==> config.mk <==
export PLATFORM = sky130hd
export DESIGN_NAME = mem_bridge
export DESIGN_NICKNAME = d
export VERILOG_FILES = /design/src/rtl/mem_bridge_pkg.sv /design/src/rtl/mem_wbuf.sv /design/src/rtl/mem_bridge.sv
export SDC_FILE = /design/constraint.sdc
export NUM_CORES = 1
export LEC_CHECK = 0
export BUFFER_PORTS_ARGS = -buffer_cell sky130_fd_sc_hd__buf_4
export CORE_ASPECT_RATIO = 0.6
export CORE_MARGIN = 2
export CORE_UTILIZATION = 51
export DETAILED_ROUTE_END_ITERATION = 8
export PLACE_DENSITY = 0.81
export SLEW_MARGIN = 20
export SYNTH_ARGS = -nofsm -noshare
export SYNTH_HDL_FRONTEND = slang
export SYNTH_SLANG_ARGS = --single-unit
==> constraint.sdc <==
create_clock -name clk -period 2.18 [get_ports clk]
set_input_delay 0.218 -clock clk [delete_from_list [all_inputs] [get_ports clk]]
set_output_delay 0.218 -clock clk [all_outputs]
set_load 0.02 [all_outputs]
==> src/rtl/mem_bridge_pkg.sv <==
// Shared constants for the MEM-stage bus bridge: FSM encodings, bus direction codes and defaults.
package mem_bridge_pkg;

    localparam logic [1:0] StIdle  = 2'd0;
    localparam logic [1:0] StWrite = 2'd1;
    localparam logic [1:0] StRead  = 2'd2;
    localparam logic [1:0] StResp  = 2'd3;

    localparam logic BusRd = 1'b0;
    localparam logic BusWr = 1'b1;

    localparam int unsigned  DefTimeout = 255;
    localparam logic [31:0]  DefErrData = 32'hDEAD_BEEF;

    function automatic logic [31:0] word_to_byte(input logic [29:0] word);
        return {word, 2'b00};
    endfunction

endpackage

==> src/rtl/mem_wbuf.sv <==
// One-entry posted write buffer; capture wins over clear, though the bridge never asserts both.
module mem_wbuf (
    input  logic        clk,
    input  logic        rst_n,
    input  logic        capture_i,
    input  logic        clear_i,
    input  logic [29:0] cap_addr_i,
    input  logic [31:0] cap_data_i,
    input  logic [29:0] match_addr_i,
    output logic        wb_v_o,
    output logic [29:0] wb_addr_o,
    output logic [31:0] wb_data_o,
    output logic        hit_o
);

    logic        v_q, v_d;
    logic [29:0] addr_q, addr_d;
    logic [31:0] data_q, data_d;

    always_comb begin
        v_d    = v_q;
        addr_d = addr_q;
        data_d = data_q;
        if (capture_i) begin
            v_d    = 1'b1;
            addr_d = cap_addr_i;
            data_d = cap_data_i;
        end else if (clear_i) begin
            v_d = 1'b0;
        end
    end

    always_ff @(posedge clk or negedge rst_n) begin
        if (!rst_n) begin
            v_q    <= 1'b0;
            addr_q <= '0;
            data_q <= '0;
        end else begin
            v_q    <= v_d;
            addr_q <= addr_d;
            data_q <= data_d;
        end
    end

    assign wb_v_o    = v_q;
    assign wb_addr_o = addr_q;
    assign wb_data_o = data_q;
    assign hit_o     = v_q & (addr_q == match_addr_i);

endmodule

==> src/rtl/mem_bridge.sv <==
// Bridges the one-cycle MEM-stage access onto a req/ack bus, stalling the pipeline as needed and
// posting stores through a one-entry write buffer.
module mem_bridge
    import mem_bridge_pkg::*;
#(
    parameter int unsigned TIMEOUT  = DefTimeout,
    parameter logic [31:0] ERR_DATA = DefErrData
) (
    input  logic        clk,
    input  logic        rst_n,
    input  logic        mem_valid,
    input  logic        mem_ren,
    input  logic        mem_wen,
    input  logic [31:0] mem_addr,
    input  logic [31:0] mem_dout,
    output logic [31:0] mem_din,
    output logic        mem_stall,
    output logic        mem_err,
    output logic        bus_req,
    output logic        bus_we,
    output logic [31:0] bus_addr,
    output logic [31:0] bus_wdata,
    input  logic [31:0] bus_rdata,
    input  logic        bus_ack
);

    localparam logic [7:0] TimerMax = 8'(TIMEOUT - 1);

    logic [1:0]  state_q, state_d;
    logic [7:0]  timer_q, timer_d;
    logic [31:0] rdata_q, rdata_d;
    logic        err_q, err_d;

    logic        acc, is_store, is_load, load_miss;
    logic        wb_v, hit, capture, clear;
    logic        done, expire;
    logic [29:0] req_addr, wb_addr;
    logic [31:0] wb_data;
    logic        unused_addr;

    assign unused_addr = ^mem_addr[1:0];

    assign acc       = mem_valid & (mem_ren | mem_wen);
    assign is_store  = acc & mem_wen;
    assign is_load   = acc & ~mem_wen;
    assign req_addr  = mem_addr[31:2];
    assign load_miss = is_load & ~hit;
    // A store is only taken when the buffer was empty at the start of the cycle.
    assign capture   = is_store & ~wb_v;
    assign done      = bus_req & bus_ack;
    assign expire    = bus_req & ~bus_ack & (timer_q == TimerMax);
    assign clear     = (state_q == StWrite) & (done | expire);

    mem_wbuf u_wbuf (
        .clk          (clk),
        .rst_n        (rst_n),
        .capture_i    (capture),
        .clear_i      (clear),
        .cap_addr_i   (req_addr),
        .cap_data_i   (mem_dout),
        .match_addr_i (req_addr),
        .wb_v_o       (wb_v),
        .wb_addr_o    (wb_addr),
        .wb_data_o    (wb_data),
        .hit_o        (hit)
    );

    always_comb begin
        state_d = state_q;
        timer_d = timer_q;
        rdata_d = rdata_q;
        err_d   = err_q | expire;
        unique case (state_q)
            StIdle: begin
                if (wb_v || capture) begin
                    state_d = StWrite;
                    timer_d = '0;
                end else if (load_miss) begin
                    state_d = StRead;
                    timer_d = '0;
                end
            end
            StWrite: begin
                if (done || expire) begin
                    state_d = load_miss ? StRead : StIdle;
                    timer_d = '0;
                end else begin
                    timer_d = timer_q + 8'd1;
                end
            end
            StRead: begin
                if (done) begin
                    rdata_d = bus_rdata;
                    state_d = StResp;
                end else if (expire) begin
                    rdata_d = ERR_DATA;
                    state_d = StResp;
                end else begin
                    timer_d = timer_q + 8'd1;
                end
            end
            StResp: state_d = StIdle;
            default: state_d = StIdle;
        endcase
    end

    always_ff @(posedge clk or negedge rst_n) begin
        if (!rst_n) begin
            state_q <= StIdle;
            timer_q <= '0;
            rdata_q <= '0;
            err_q   <= 1'b0;
        end else begin
            state_q <= state_d;
            timer_q <= timer_d;
            rdata_q <= rdata_d;
            err_q   <= err_d;
        end
    end

    // Stall is gated by reset so the pipeline is released the instant reset asserts.
    assign mem_stall = rst_n & ((load_miss & (state_q != StResp)) | (is_store & wb_v));
    assign mem_din   = (is_load & hit) ? wb_data : rdata_q;
    assign mem_err   = err_q;

    assign bus_req   = (state_q == StWrite) | (state_q == StRead);
    assign bus_we    = (state_q == StWrite) ? BusWr : BusRd;
    assign bus_addr  = (state_q == StWrite) ? word_to_byte(wb_addr) :
                       (state_q == StRead)  ? word_to_byte(req_addr) : 32'h0;
    assign bus_wdata = (state_q == StWrite) ? wb_data : 32'h0;

endmodule

* Yosys cells after proc, flatten, opt, wreduce, memory -nomap -nowiden
Index checks and enable logic that the tools add are counted.
** Cells by class
- Add/subtract/negate cells :: 1
- Multiply operators :: 0
- Divide/modulo/power cells :: 0
- Order comparisons :: 0
- Eq/ne operators :: 11
- Shifts and indexed selects :: 0
- Mux-type cells :: 22
- Bitwise logic cells :: 23
- Reduce and logical (&&, ||, !) cells :: 9
** Operators with widths (number)
- 32-bit two-way mux :: 6
- 8-bit two-way mux :: 5
- 30-bit == test :: 1
- 8-bit case mux with 3 select lines :: 1
- 1-bit AND :: 14
- 2-bit two-way mux :: 6
- 8-bit by 1-bit adder with 8-bit output, second input constant :: 1
- 8-bit == test, second input constant :: 1
- 2-bit case mux with 4 select lines :: 1
- 2-bit != test, second input constant :: 3
- 3-bit != test, second input constant :: 2
- 1-bit bitwise OR :: 5
- 2-bit == test, second input constant :: 2
- 1-bit inverter :: 4
- 4-bit AND reduction :: 1
- 2-bit nonzero test :: 2
- 1-bit two-way mux :: 3
- 3-bit AND reduction :: 1
- 3-bit nonzero test :: 1
- 2-bit by 1-bit == test with 1-bit output, second input constant :: 1
- 2-bit logical NOT :: 1
- 1-bit logical OR :: 2
- 2-bit by 1-bit != test with 1-bit output, second input constant :: 1
- 2-bit AND reduction :: 1
** Word-level totals
- Register bits after elaboration :: 106
- Latch bits :: 0
- RAM bits :: 0
- Bits in read-only memories :: 0
- Output and inout bits :: 100
- Word-level logic and storage cells :: 73
- Memories :: 0

* Logic depth before layout (Yosys ltp)
Gate-level depths: netlist of the first run.
- Depth after elaboration :: 8
- Mapped depth :: 8
- Depth with buffers taken out :: 7

* Hierarchy
A second synthesis of the first run with hierarchy kept.
** Unflattened totals
- Cells, all modules :: 445
- Area total of the unflattened synthesis :: 5451.5 um^2
** By module, submodules not included
- mem_bridge :: instances 1, cells each 271, area an instance 2801.4 um^2, sequential area each 1076.0 um^2
- mem_wbuf :: instances 1, cells each 174, area an instance 2650.0 um^2, sequential area each 1576.5 um^2

* Least setup slack after synthesis of the first run
OpenSTA, ideal clock, no wires.
- Kind :: register -> register
- Start :: reg state_q[0]
- End :: reg rdata_q[10]
- Library setup time :: 0.065 ns
- Data arrival time :: 2.076 ns
- Setup slack :: 0.039 ns
- Stages on the path, launching flop included :: 9
- Cells stage by stage :: dfrtp_1 > inv_1 > ha_1 > nand4b_1 > o31ai_4 > and2_1 > buf_2 > buf_4 > o22a_1
** Between the ends
- Longest elaborated chain between the ends :: 6
- Elaborated cells on any way between the ends :: 9
- Classes of those cells :: 2 x eq/ne; 1 x mux; 4 x bitwise; 2 x reduce/logical
** Ends and longest elaborated chain
- start: declaration :: RTL line mem_bridge.sv:29 : logic [1:0] state_q, state_d;
- start signal: assignment :: RTL line mem_bridge.sv:109 : state_q <= StIdle;
- start signal: assignment :: RTL line mem_bridge.sv:114 : state_q <= state_d;
- 2-bit by 1-bit == test with 1-bit output or 2-bit == test (tied branches) :: RTL line mem_bridge.sv:126 : assign bus_req = (state_q == StWrite) | (state_q == StRead);
- 1-bit bitwise OR (*) :: RTL line mem_bridge.sv:126
- via bus_req :: RTL line mem_bridge.sv:19 : output logic bus_req,
- 1-bit AND (2 in series) :: RTL line mem_bridge.sv:51 : assign expire = bus_req & ~bus_ack & (timer_q == TimerMax);
- 2-bit nonzero test (no source line)
- 2-bit AND reduction (no source line)
- end signal: assignment :: RTL line mem_bridge.sv:116 : rdata_q <= rdata_d;
- end: declaration :: RTL line mem_bridge.sv:31 : logic [31:0] rdata_q, rdata_d;
The timed path passes the listed nets; every way through them passes the cells marked *.
A chain may end at the register's enable or synchronous reset.

* Worst setup path in the final report of the first run
- Start :: reg u_wbuf.addr_q[9], in the netlist u_wbuf.wb_addr_o[9]
- End :: out mem_din[30]
** Between the ends
- Longest elaborated chain between the ends :: 4
** Ends and longest elaborated chain
- start: declaration :: RTL line mem_wbuf.sv:17 : logic [29:0] addr_q, addr_d;
- start signal: assignment :: RTL line mem_wbuf.sv:40 : addr_q <= addr_d;
- 30-bit == test :: RTL line mem_wbuf.sv:48 : assign hit_o = v_q & (addr_q == match_addr_i);
- 1-bit AND :: RTL line mem_wbuf.sv:48
- 1-bit AND :: RTL line mem_bridge.sv:123 : assign mem_din = (is_load & hit) ? wb_data : rdata_q;
- 32-bit two-way mux :: RTL line mem_bridge.sv:123
- end: declaration :: RTL line mem_bridge.sv:16 : output logic [31:0] mem_din,
No other way between the ends.

==> results of run 1 <==
## cells in the mapped netlist, drive strengths merged
master,n
and2,33
and3b,1
ha,6
a21boi,1
nand2b,2
nand2,68
a22o,8
o21a,1
o22a,24
and3,4
inv,8
o21ai,34
a21oi,6
o211a,1
nor3,3
a211oi,2
or2,1
o31ai,3
nand4,13
xnor2,30
nor2b,2
a41oi,2
a32oi,1
dfrtp,106
conb,1
nand3b,3
a21o,3
o2111a,1
a31oi,6
nand3,9
buf,13
clkbuf,19
a221oi,1
nand4b,1
o211ai,1
nor2,5
mux2,94
o41a,1
nor4,4
## worst reg2reg max path, delay by kind of cell (launching register included)
kind	cells	cell delay (ps)
DFF	1	430
AOI/OAI and AO/OA	3	830
adders and majority gates	1	310
buffers and inverters	1	90
and+or+nand+nor	2	390
## where the power goes
part | total, mW | internal, mW | switching (mW) | leakage, nW
Clock | 1.80 | 1.05 | 0.748 | 0.161
Combinational | 7.08 | 3.59 | 3.49 | 2.55
Sequential | 3.60 | 2.89 | 0.704 | 1.28
Total | 12.5 | 7.53 | 4.95 | 3.99
## state kept, by name, summed over array words and instances, names as in the netlist
register          flops
u_wbuf.wb_addr_o     30
mem_err               1
u_wbuf.wb_data_o     32
state_q               2
rdata_q              32
timer_q               8
u_wbuf.wb_v_o         1
## per-layer routing
metal	wire, µm	part of all wire	global-route usage	vias to the layer above
met1	7330	0.44	0.361	2472
met5	0	0	0	-
met3	1260	0.075	0.0674	24
met4	182	0.011	0.0455	0
met2	7950	0.48	0.436	235
li1	-	-	-	2314
## timing repair
item / in CTS / in global routing
endpoints found under the setup margin: 71 / 110
gates resized for setup: 45 / 18
setup buffers: 5 / 4
pin swaps: 6 / 6
## cell families after synthesis
kind of cell	count (synthesis)	share of synthesized area
other cells	1	0.000647
buf+inv	40	0.0328
mux	94	0.202
simple gates	149	0.130
xor+xnor	30	0.0453
compound gates	96	0.119
flops	106	0.458
fa+ha+maj	6	0.0130
## cell type report
| class | instances | area [µm²] |
|---|---|---|
| clock buffers | 10 | 239 |
| clock inverters | 6 | 96.3 |
| fillers | 757 | 2840 |
| inverters | 8 | 30.0 |
| multi-input cells | 377 | 3120 |
| flip-flops and latches | 106 | 2650 |
| well taps | 144 | 180 |
| repair buffers | 246 | 2030 |
## worst paths after layout
path / end / slack, ps / depth (start not counted) / from
max in group asynchronous: rdata_q[13] / 1730 / 2 / rst_n
min in group clk: rdata_q[20] / 90 / 2 / bus_rdata[20]
min reg2reg: rdata_q[26] / 490 / 1 / rdata_q[26]
max reg2reg: state_q[0] / 0 / 7 / state_q[1]
max: mem_din[30] / -400 / 7 / u_wbuf.wb_addr_o[9]
min: u_wbuf.wb_addr_o[3] / -60 / 2 / rst_n
==> impl_metrics.yaml, run 1 <==
placed_design:
  gp_congestion: 0.924
  detailed_place.area_um2: 7670
  place_ws_ps: -82.4
  place.port_buffers: 197
  numPlacedInstances: 874
  post-dp-hpwl_um: 11600
yosys:
  netlist.top_cell.by_area: "sky130_fd_sc_hd__dfrtp_1"
  yosys_warnings: 0
  ys_types: 47
  synth_area_per_cell_um2: 11.1
  yosys_register_bits: 106
  synth_cells: 522
  synthTopCellsByArea: "sky130_fd_sc_hd__dfrtp_1 (46%), sky130_fd_sc_hd__mux2_2 (12%), sky130_fd_sc_hd__mux2_4 (7.8%)"
  seq_area_frac_synth: 0.458
  post-synth-top-area-fraction: 0.458
  synth_area_um2: 5800
final_layout:
  mostFrequentLayoutCells: "sky130_fd_sc_hd__buf_4 (209), sky130_fd_sc_hd__dfrtp_1 (106), sky130_fd_sc_hd__nand2_1 (67), sky130_fd_sc_hd__mux2_2 (64), sky130_fd_sc_hd__o21ai_0 (34)"
  final_common_cell: "sky130_fd_sc_hd__buf_4"
  layout-drive-gt1-share: 0.509
  layout.cell_area.non_filler_um2: 8340
  postLayoutCoreUtil: 0.746
  final-instance-count-excl-fill: 897
  syn_to_final_growth_pct: 43.9
  antennaDiodeCount: 0
  final_nets: 856
worst_setup_path:
  timing_worst_setup_path_type: "flip-flop to primary output"
  critical-path-top-delay-family: "simple AND/OR/NAND/NOR gates"
  timing.critical_path.slowest_cell_delay_ps: 400
  path_buf_inv: 2
  cp-start-kind: "flip-flop"
  setup.worst_path.end_class: "primary output"
  timing.critical_path.required_ps: 1960
  worstPathMaxFanout: 32
  critPathArrivalTime_ps: 2360
  worst_path_max_delay_cell: "sky130_fd_sc_hd__dfrtp_1"
  critical_path.cell_chain: "xnor2_1, nand4_1, nor4_2, nand3_2, buf_12, mux2_4, buf_6"
timing:
  finalCritPeriodShare: 1.18
  slew-limit-headroom: 0.589
  min_period_ps: 2580
  setup-tns-final_ps: -12170
  skew_ps: 5.57
  finalHoldWorstSlack_ps: -64.4
  fmax_ghz: 0.388
  rsz0062_at_grt: "true"
  timing.final.hold_violations: 30
  transition_time_at_the_pin_with_the_least_slew_margin_ps: 616
  setup_viol: 33
  slew_viol_final: 0
  post-route-worst-setup-slack_ps: -398
clocking:
  cts_hold_buffers: 0
  cts.path.max_buffers: 2
  clkSlewWorstSetupHoldPaths_ps: 70
  clock_tree.root_cell: "sky130_fd_sc_hd__clkbuf_16"
  cts-htree-levels: 3
  cts_buffers: 9
  tritoncts_num_sinks: 106
  clock_tree_from_tritoncts: "done"
  clock_insertion_delay_worst_skew_ps: 340
outcome:
  run_status: "finished, violations left"
  violations: "hold timing, setup timing"
die:
  design.die.area_um2: 12300
  chipWidth_um: 142
  start_util: 0.518
  top_level_ports: 202
  rows: 30
  die_height_um: 86.6
  core-area_um2: 11200
global_route:
  first_global_vias: 4949
  track_usage: 0.264
  antenna_found_initial: 0
  first_pass_grt_wire_length_um: 25400
  gr_ovfl_total: 0
  largest_net_degree_at_the_start_of_global_routing: 107
routing:
  drc_errors: 0
  vias_per_cell: 5.62
  dr.first_iter.drc_count: 390
  detailroute.via_count: 5045
  ant_nets: 0
  wirelength_um: 16700
  drt_pass1_iterations: 5
  route.detailed.wl_per_inst_um: 18.6
run:
  max_cap_viol_count: 0
pwr:
  power_density_nw_per_um2: 1500
  ir_worst_vdd_mv: 0.897
  tot_pwr_mw: 12.5
  p_leak_nw: 3.99
hold_path:
  min_path_type: "input port to async pin"
Power figures use the tool's default switching activity.
==> run 2, diff against run 1 <==
- REMOVE_ABC_BUFFERS: unset -> 1
- clock period: 2.18 -> 2.9 ns (I/O delays scaled with it)
==> impl_metrics.yaml, run 2 (synthesis results as in run 1) <==
routing:
  drt_pass1_iterations: 4
  wirelength_um: 14900
  route.detailed.wl_per_inst_um: 17.4
  vias_per_cell: 5.46
  dr.first_iter.drc_count: 238
  drc_errors: 0
  detailroute.via_count: 4684
  ant_nets: 0
die:
  chipWidth_um: 142
  rows: 30
  design.die.area_um2: 12300
  start_util: 0.518
  die_height_um: 86.6
  top_level_ports: 202
  core-area_um2: 11200
timing:
  timing.final.hold_violations: 0
  setup_viol: 0
  skew_ps: 6.64
  rsz0062_at_grt: "false"
  setup-tns-final_ps: 0
  slew_viol_final: 0
  finalHoldWorstSlack_ps: 174
  slew-limit-headroom: 0.425
  finalCritPeriodShare: 0.945
  fmax_ghz: 0.365
  min_period_ps: 2740
  post-route-worst-setup-slack_ps: 159
  transition_time_at_the_pin_with_the_least_slew_margin_ps: 855
placed_design:
  gp_congestion: 0.826
  place.port_buffers: 197
  post-dp-hpwl_um: 11000
  detailed_place.area_um2: 7380
  numPlacedInstances: 841
  place_ws_ps: 359
worst_setup_path:
  timing.critical_path.required_ps: 2610
  critPathArrivalTime_ps: 2450
  setup_slack_of_the_most_critical_reg_to_reg_path_ps: 360
  setup.worst_path.end_class: "primary output"
  timing_worst_setup_path_type: "flip-flop to primary output"
  cp-start-kind: "flip-flop"
  worstPathMaxFanout: 32
pwr:
  power_density_nw_per_um2: 1090
  p_leak_nw: 3.63
  tot_pwr_mw: 8.40
  ir_worst_vdd_mv: 0.678
final_layout:
  postLayoutCoreUtil: 0.689
  area_of_the_multi_input_gates_um2: 2980
  mostFrequentLayoutCells: "sky130_fd_sc_hd__buf_4 (204), sky130_fd_sc_hd__dfrtp_1 (106), sky130_fd_sc_hd__nand2_1 (68), sky130_fd_sc_hd__mux2_2 (64), sky130_fd_sc_hd__o21ai_0 (34)"
  layout-drive-gt1-share: 0.454
  final-seq-area_um2: 2650
  antennaDiodeCount: 0
  syn_to_final_growth_pct: 32.9
  fillerInstances: 815
  layout.cell_area.non_filler_um2: 7700
  final-instance-count-excl-fill: 858
  final_nets: 817
  final_common_cell: "sky130_fd_sc_hd__buf_4"
clocking:
  tritoncts_num_sinks: 106
  cts-htree-levels: 3
  clkSlewWorstSetupHoldPaths_ps: 70
  clock_tree_from_tritoncts: "done"
  cts.path.max_buffers: 2
  clock_tree.root_cell: "sky130_fd_sc_hd__clkbuf_16"
  cts_buffers: 9
  clock_insertion_delay_worst_skew_ps: 340
run:
  max_cap_viol_count: 0
hold_path:
  min_path_type: "input port to flip-flop"
global_route:
  first_pass_grt_wire_length_um: 23700
  track_usage: 0.247
  gr_ovfl_total: 0
  first_global_vias: 4657
  antenna_found_initial: 0
  largest_net_degree_at_the_start_of_global_routing: 76
outcome:
  run_status: "finished, final reports clean"
[run 2: cell count changes in the layout (fill, tap and decap cells not counted), moves of 3 or more]
cell,before,now
sky130_fd_sc_hd__xnor2_1,22,28
sky130_fd_sc_hd__buf_4,209,204
sky130_fd_sc_hd__nor4_1,0,3
sky130_fd_sc_hd__buf_12,4,1
sky130_fd_sc_hd__buf_6,31,1
sky130_fd_sc_hd__xnor2_2,8,2
[run 2: worst max-delay path: stages (launching register included)]
cell                      delay (ps)
sky130_fd_sc_hd__dfrtp_1         400
sky130_fd_sc_hd__xnor2_1         150
sky130_fd_sc_hd__nand4_1         230
sky130_fd_sc_hd__nor4_2          410
sky130_fd_sc_hd__nand3_2         120
sky130_fd_sc_hd__buf_6           240
sky130_fd_sc_hd__mux2_4          350
sky130_fd_sc_hd__buf_4           160
[run 2: power breakdown]
group	switching, mW	total [mW]	leakage (nW)	internal [mW]
combinational	2.33	4.52	2.21	2.20
sequential	0.525	2.70	1.28	2.17
clock	0.557	1.18	0.139	0.621
[run 2: path summary, 6_finish.rpt]
| check | startpoint | to | cells after the start |
|---|---|---|---|
| hold / removal | bus_rdata[2] | rdata_q[2] | 2 |
| setup / recovery | u_wbuf.wb_addr_o[7] | mem_din[29] | 7 |
| hold reg to reg | timer_q[7] | timer_q[7] | 1 |
| setup reg to reg | state_q[1] | timer_q[6] | 7 |
| min in group asynchronous | rst_n | u_wbuf.wb_data_o[26] | 2 |
| max in group asynchronous | rst_n | u_wbuf.wb_data_o[24] | 3 |
[run 2: metal layers]
layer / vias to the layer above / wire (µm) / track usage
met5: - / 0 / 0
met4: 0 / 227 / 0.0718
met3: 21 / 1220 / 0.0729
met2: 180 / 6850 / 0.403
met1: 2248 / 6630 / 0.326
li1: 2235 / - / -
[run 2: repair_timing]
| item | 4_1_cts | 5_1_grt |
|---|---|---|
| hold buffers | 1 | 0 |
| gates resized for setup | 0 | 4 |
| endpoints found under the hold margin | 44 | 0 |
| buffers inserted | 0 | 0 |
| endpoints found under the setup margin | 0 | 32 |
[run 2: area by class of cell]
cell class              count  area share
multi-input cells         377       0.387
flip-flops and latches    106       0.344
repair buffers            207       0.204
clock buffers              11      0.0315
well taps                 144      0.0234
clock inverters             5     0.00585
inverters                   8     0.00390
==> run 3, diff against run 2 <==
- PLACE_DENSITY: 0.81 -> 0.79
- clock period: 2.9 -> 3.1 ns (I/O delays scaled with it)
==> impl_metrics.yaml, run 3 (synthesis results as in run 1) <==
outcome:
  run_status: "finished, final reports clean"
worst_setup_path:
  critPathArrivalTime_ps: 2510
  worst_path_max_delay_cell: "sky130_fd_sc_hd__dfrtp_1"
  worst_path_most_repeated_cell: "sky130_fd_sc_hd__buf_4"
  critical_path.cell_chain: "xnor2_1, nand4_1, nor4_1, nand3_2, buf_4, mux2_4, buf_4"
  setup.worst_path.end_class: "primary output"
  path_buf_inv: 2
  worstPathMaxFanout: 32
  critical-path-top-delay-family: "simple AND/OR/NAND/NOR gates"
  timing.critical_path.required_ps: 2790
  timing.critical_path.slowest_cell_delay_ps: 410
  cp-start-kind: "flip-flop"
  timing_worst_setup_path_type: "flip-flop to primary output"
placed_design:
  post-dp-hpwl_um: 10900
  detailed_place.area_um2: 7350
  gp_congestion: 0.856
  place.port_buffers: 197
  numPlacedInstances: 839
  place_ws_ps: 591
clocking:
  cts.path.max_buffers: 2
  cts-htree-levels: 3
  clkSlewWorstSetupHoldPaths_ps: 70
  postCtsSetupRepairBufs: 0
  cts_buffers: 9
  tritoncts_num_sinks: 106
  clock_tree.root_cell: "sky130_fd_sc_hd__clkbuf_16"
  cts_resized: 0
  clock_insertion_delay_worst_skew_ps: 350
  cts_hold_buffers: 0
  clock_tree_from_tritoncts: "done"
routing:
  dr.first_iter.drc_count: 205
  wirelength_um: 15300
  vias_per_cell: 5.54
  drc_errors: 0
  ant_nets: 0
  drt_pass1_iterations: 6
  detailroute.via_count: 4738
  route.detailed.wl_per_inst_um: 17.9
global_route:
  grt_use_met1: 0.335
  first_global_vias: 4609
  antenna_found_initial: 0
  most_utilized_layer_in_the_global_route_result: "met2"
  met3_capacity_usage_during_global_routing: 0.0707
  first_pass_grt_wire_length_um: 23900
  track_usage: 0.249
  largest_net_degree_at_the_start_of_global_routing: 76
  gr_ovfl_total: 0
  met2_usage: 0.406
timing:
  skew_ps: 7.66
  min_period_ps: 2820
  post-route-worst-setup-slack_ps: 277
  slew_viol_final: 0
  setup_viol: 0
  rsz0062_at_grt: "false"
  finalCritPeriodShare: 0.911
  transition_time_at_the_pin_with_the_least_slew_margin_ps: 876
  timing.final.hold_violations: 0
  setup-tns-final_ps: 0
  fmax_ghz: 0.354
  slew-limit-headroom: 0.416
pwr:
  p_leak_nw: 3.60
  ir_worst_vdd_mv: 0.524
  power_density_nw_per_um2: 1030
die:
  die_height_um: 86.6
  top_level_ports: 202
  design.die.area_um2: 12300
  rows: 30
  chipWidth_um: 142
  core-area_um2: 11200
  start_util: 0.518
final_layout:
  final_common_cell: "sky130_fd_sc_hd__buf_4"
  layout.cell_area.non_filler_um2: 7640
  final-instance-count-excl-fill: 855
  syn_to_final_growth_pct: 31.8
  mostFrequentLayoutCells: "sky130_fd_sc_hd__buf_4 (204), sky130_fd_sc_hd__dfrtp_1 (106), sky130_fd_sc_hd__nand2_1 (68), sky130_fd_sc_hd__mux2_2 (64), sky130_fd_sc_hd__o21ai_0 (34)"
  antennaDiodeCount: 0
  postLayoutCoreUtil: 0.683
  final_nets: 814
  layout-drive-gt1-share: 0.450
hold_path:
  min_path_type: "input port to async pin"
run:
  max_cap_viol_count: 0
==> run 3: worst reg2reg max path, cell delays in order (launching register included) <==
cell and delay, ps:
sky130_fd_sc_hd__dfrtp_1 410, sky130_fd_sc_hd__inv_1 100, sky130_fd_sc_hd__ha_1 440, sky130_fd_sc_hd__nand4b_1 260, sky130_fd_sc_hd__o31ai_4 440, sky130_fd_sc_hd__and2_1 210
sky130_fd_sc_hd__buf_4 300, sky130_fd_sc_hd__o22a_1 220
==> run 3: final timing paths <==
path | cells after the start | start | slack [ps] | endpoint
worst max-delay path | 7 | u_wbuf.wb_addr_o[28] | 280 | mem_din[22]
max in group asynchronous | 2 | rst_n | 1910 | u_wbuf.wb_data_o[1]
worst max register to register | 7 | state_q[0] | 650 | rdata_q[1]
worst min register to register | 1 | mem_err | 470 | mem_err
min in group clk | 2 | mem_dout[2] | 190 | u_wbuf.wb_data_o[2]
worst min-delay path | 1 | rst_n | 10 | u_wbuf.wb_addr_o[0]
==> run 3: metal layers <==
metal	wire, µm	part of all wire	vias up
li1	-	-	2227
met1	6870	0.45	2325
met2	7120	0.47	178
met3	1200	0.079	8
met4	80	0.0052	0
met5	0	0	-
==> run 3: stage by stage <==
stage               power (mW)  hold slack [ps]
finish                    7.85             14.1
global route              8.34             70.5
CTS                       7.90             43.7
detailed placement        6.76              422
global placement          6.61              412
floorplan                 5.13             14.4
==> run 3: power by group <==
part	leakage, nW	switching [mW]	internal, mW	total (mW)
Combinational	2.18	2.18	2.02	4.20
Clock	0.137	0.536	0.578	1.11
Sequential	1.28	0.499	2.03	2.53
==> run 3: final cells by class <==
| class | instances | area, µm² |
|---|---|---|
| clock buffers | 10 | 239 |
| clock inverters | 6 | 48.8 |
| fillers | 858 | 3540 |
| inverters | 8 | 30.0 |
| multi-input cells | 377 | 2960 |
| flip-flops and latches | 106 | 2650 |
| well taps | 144 | 180 |
| repair buffers | 204 | 1530 |
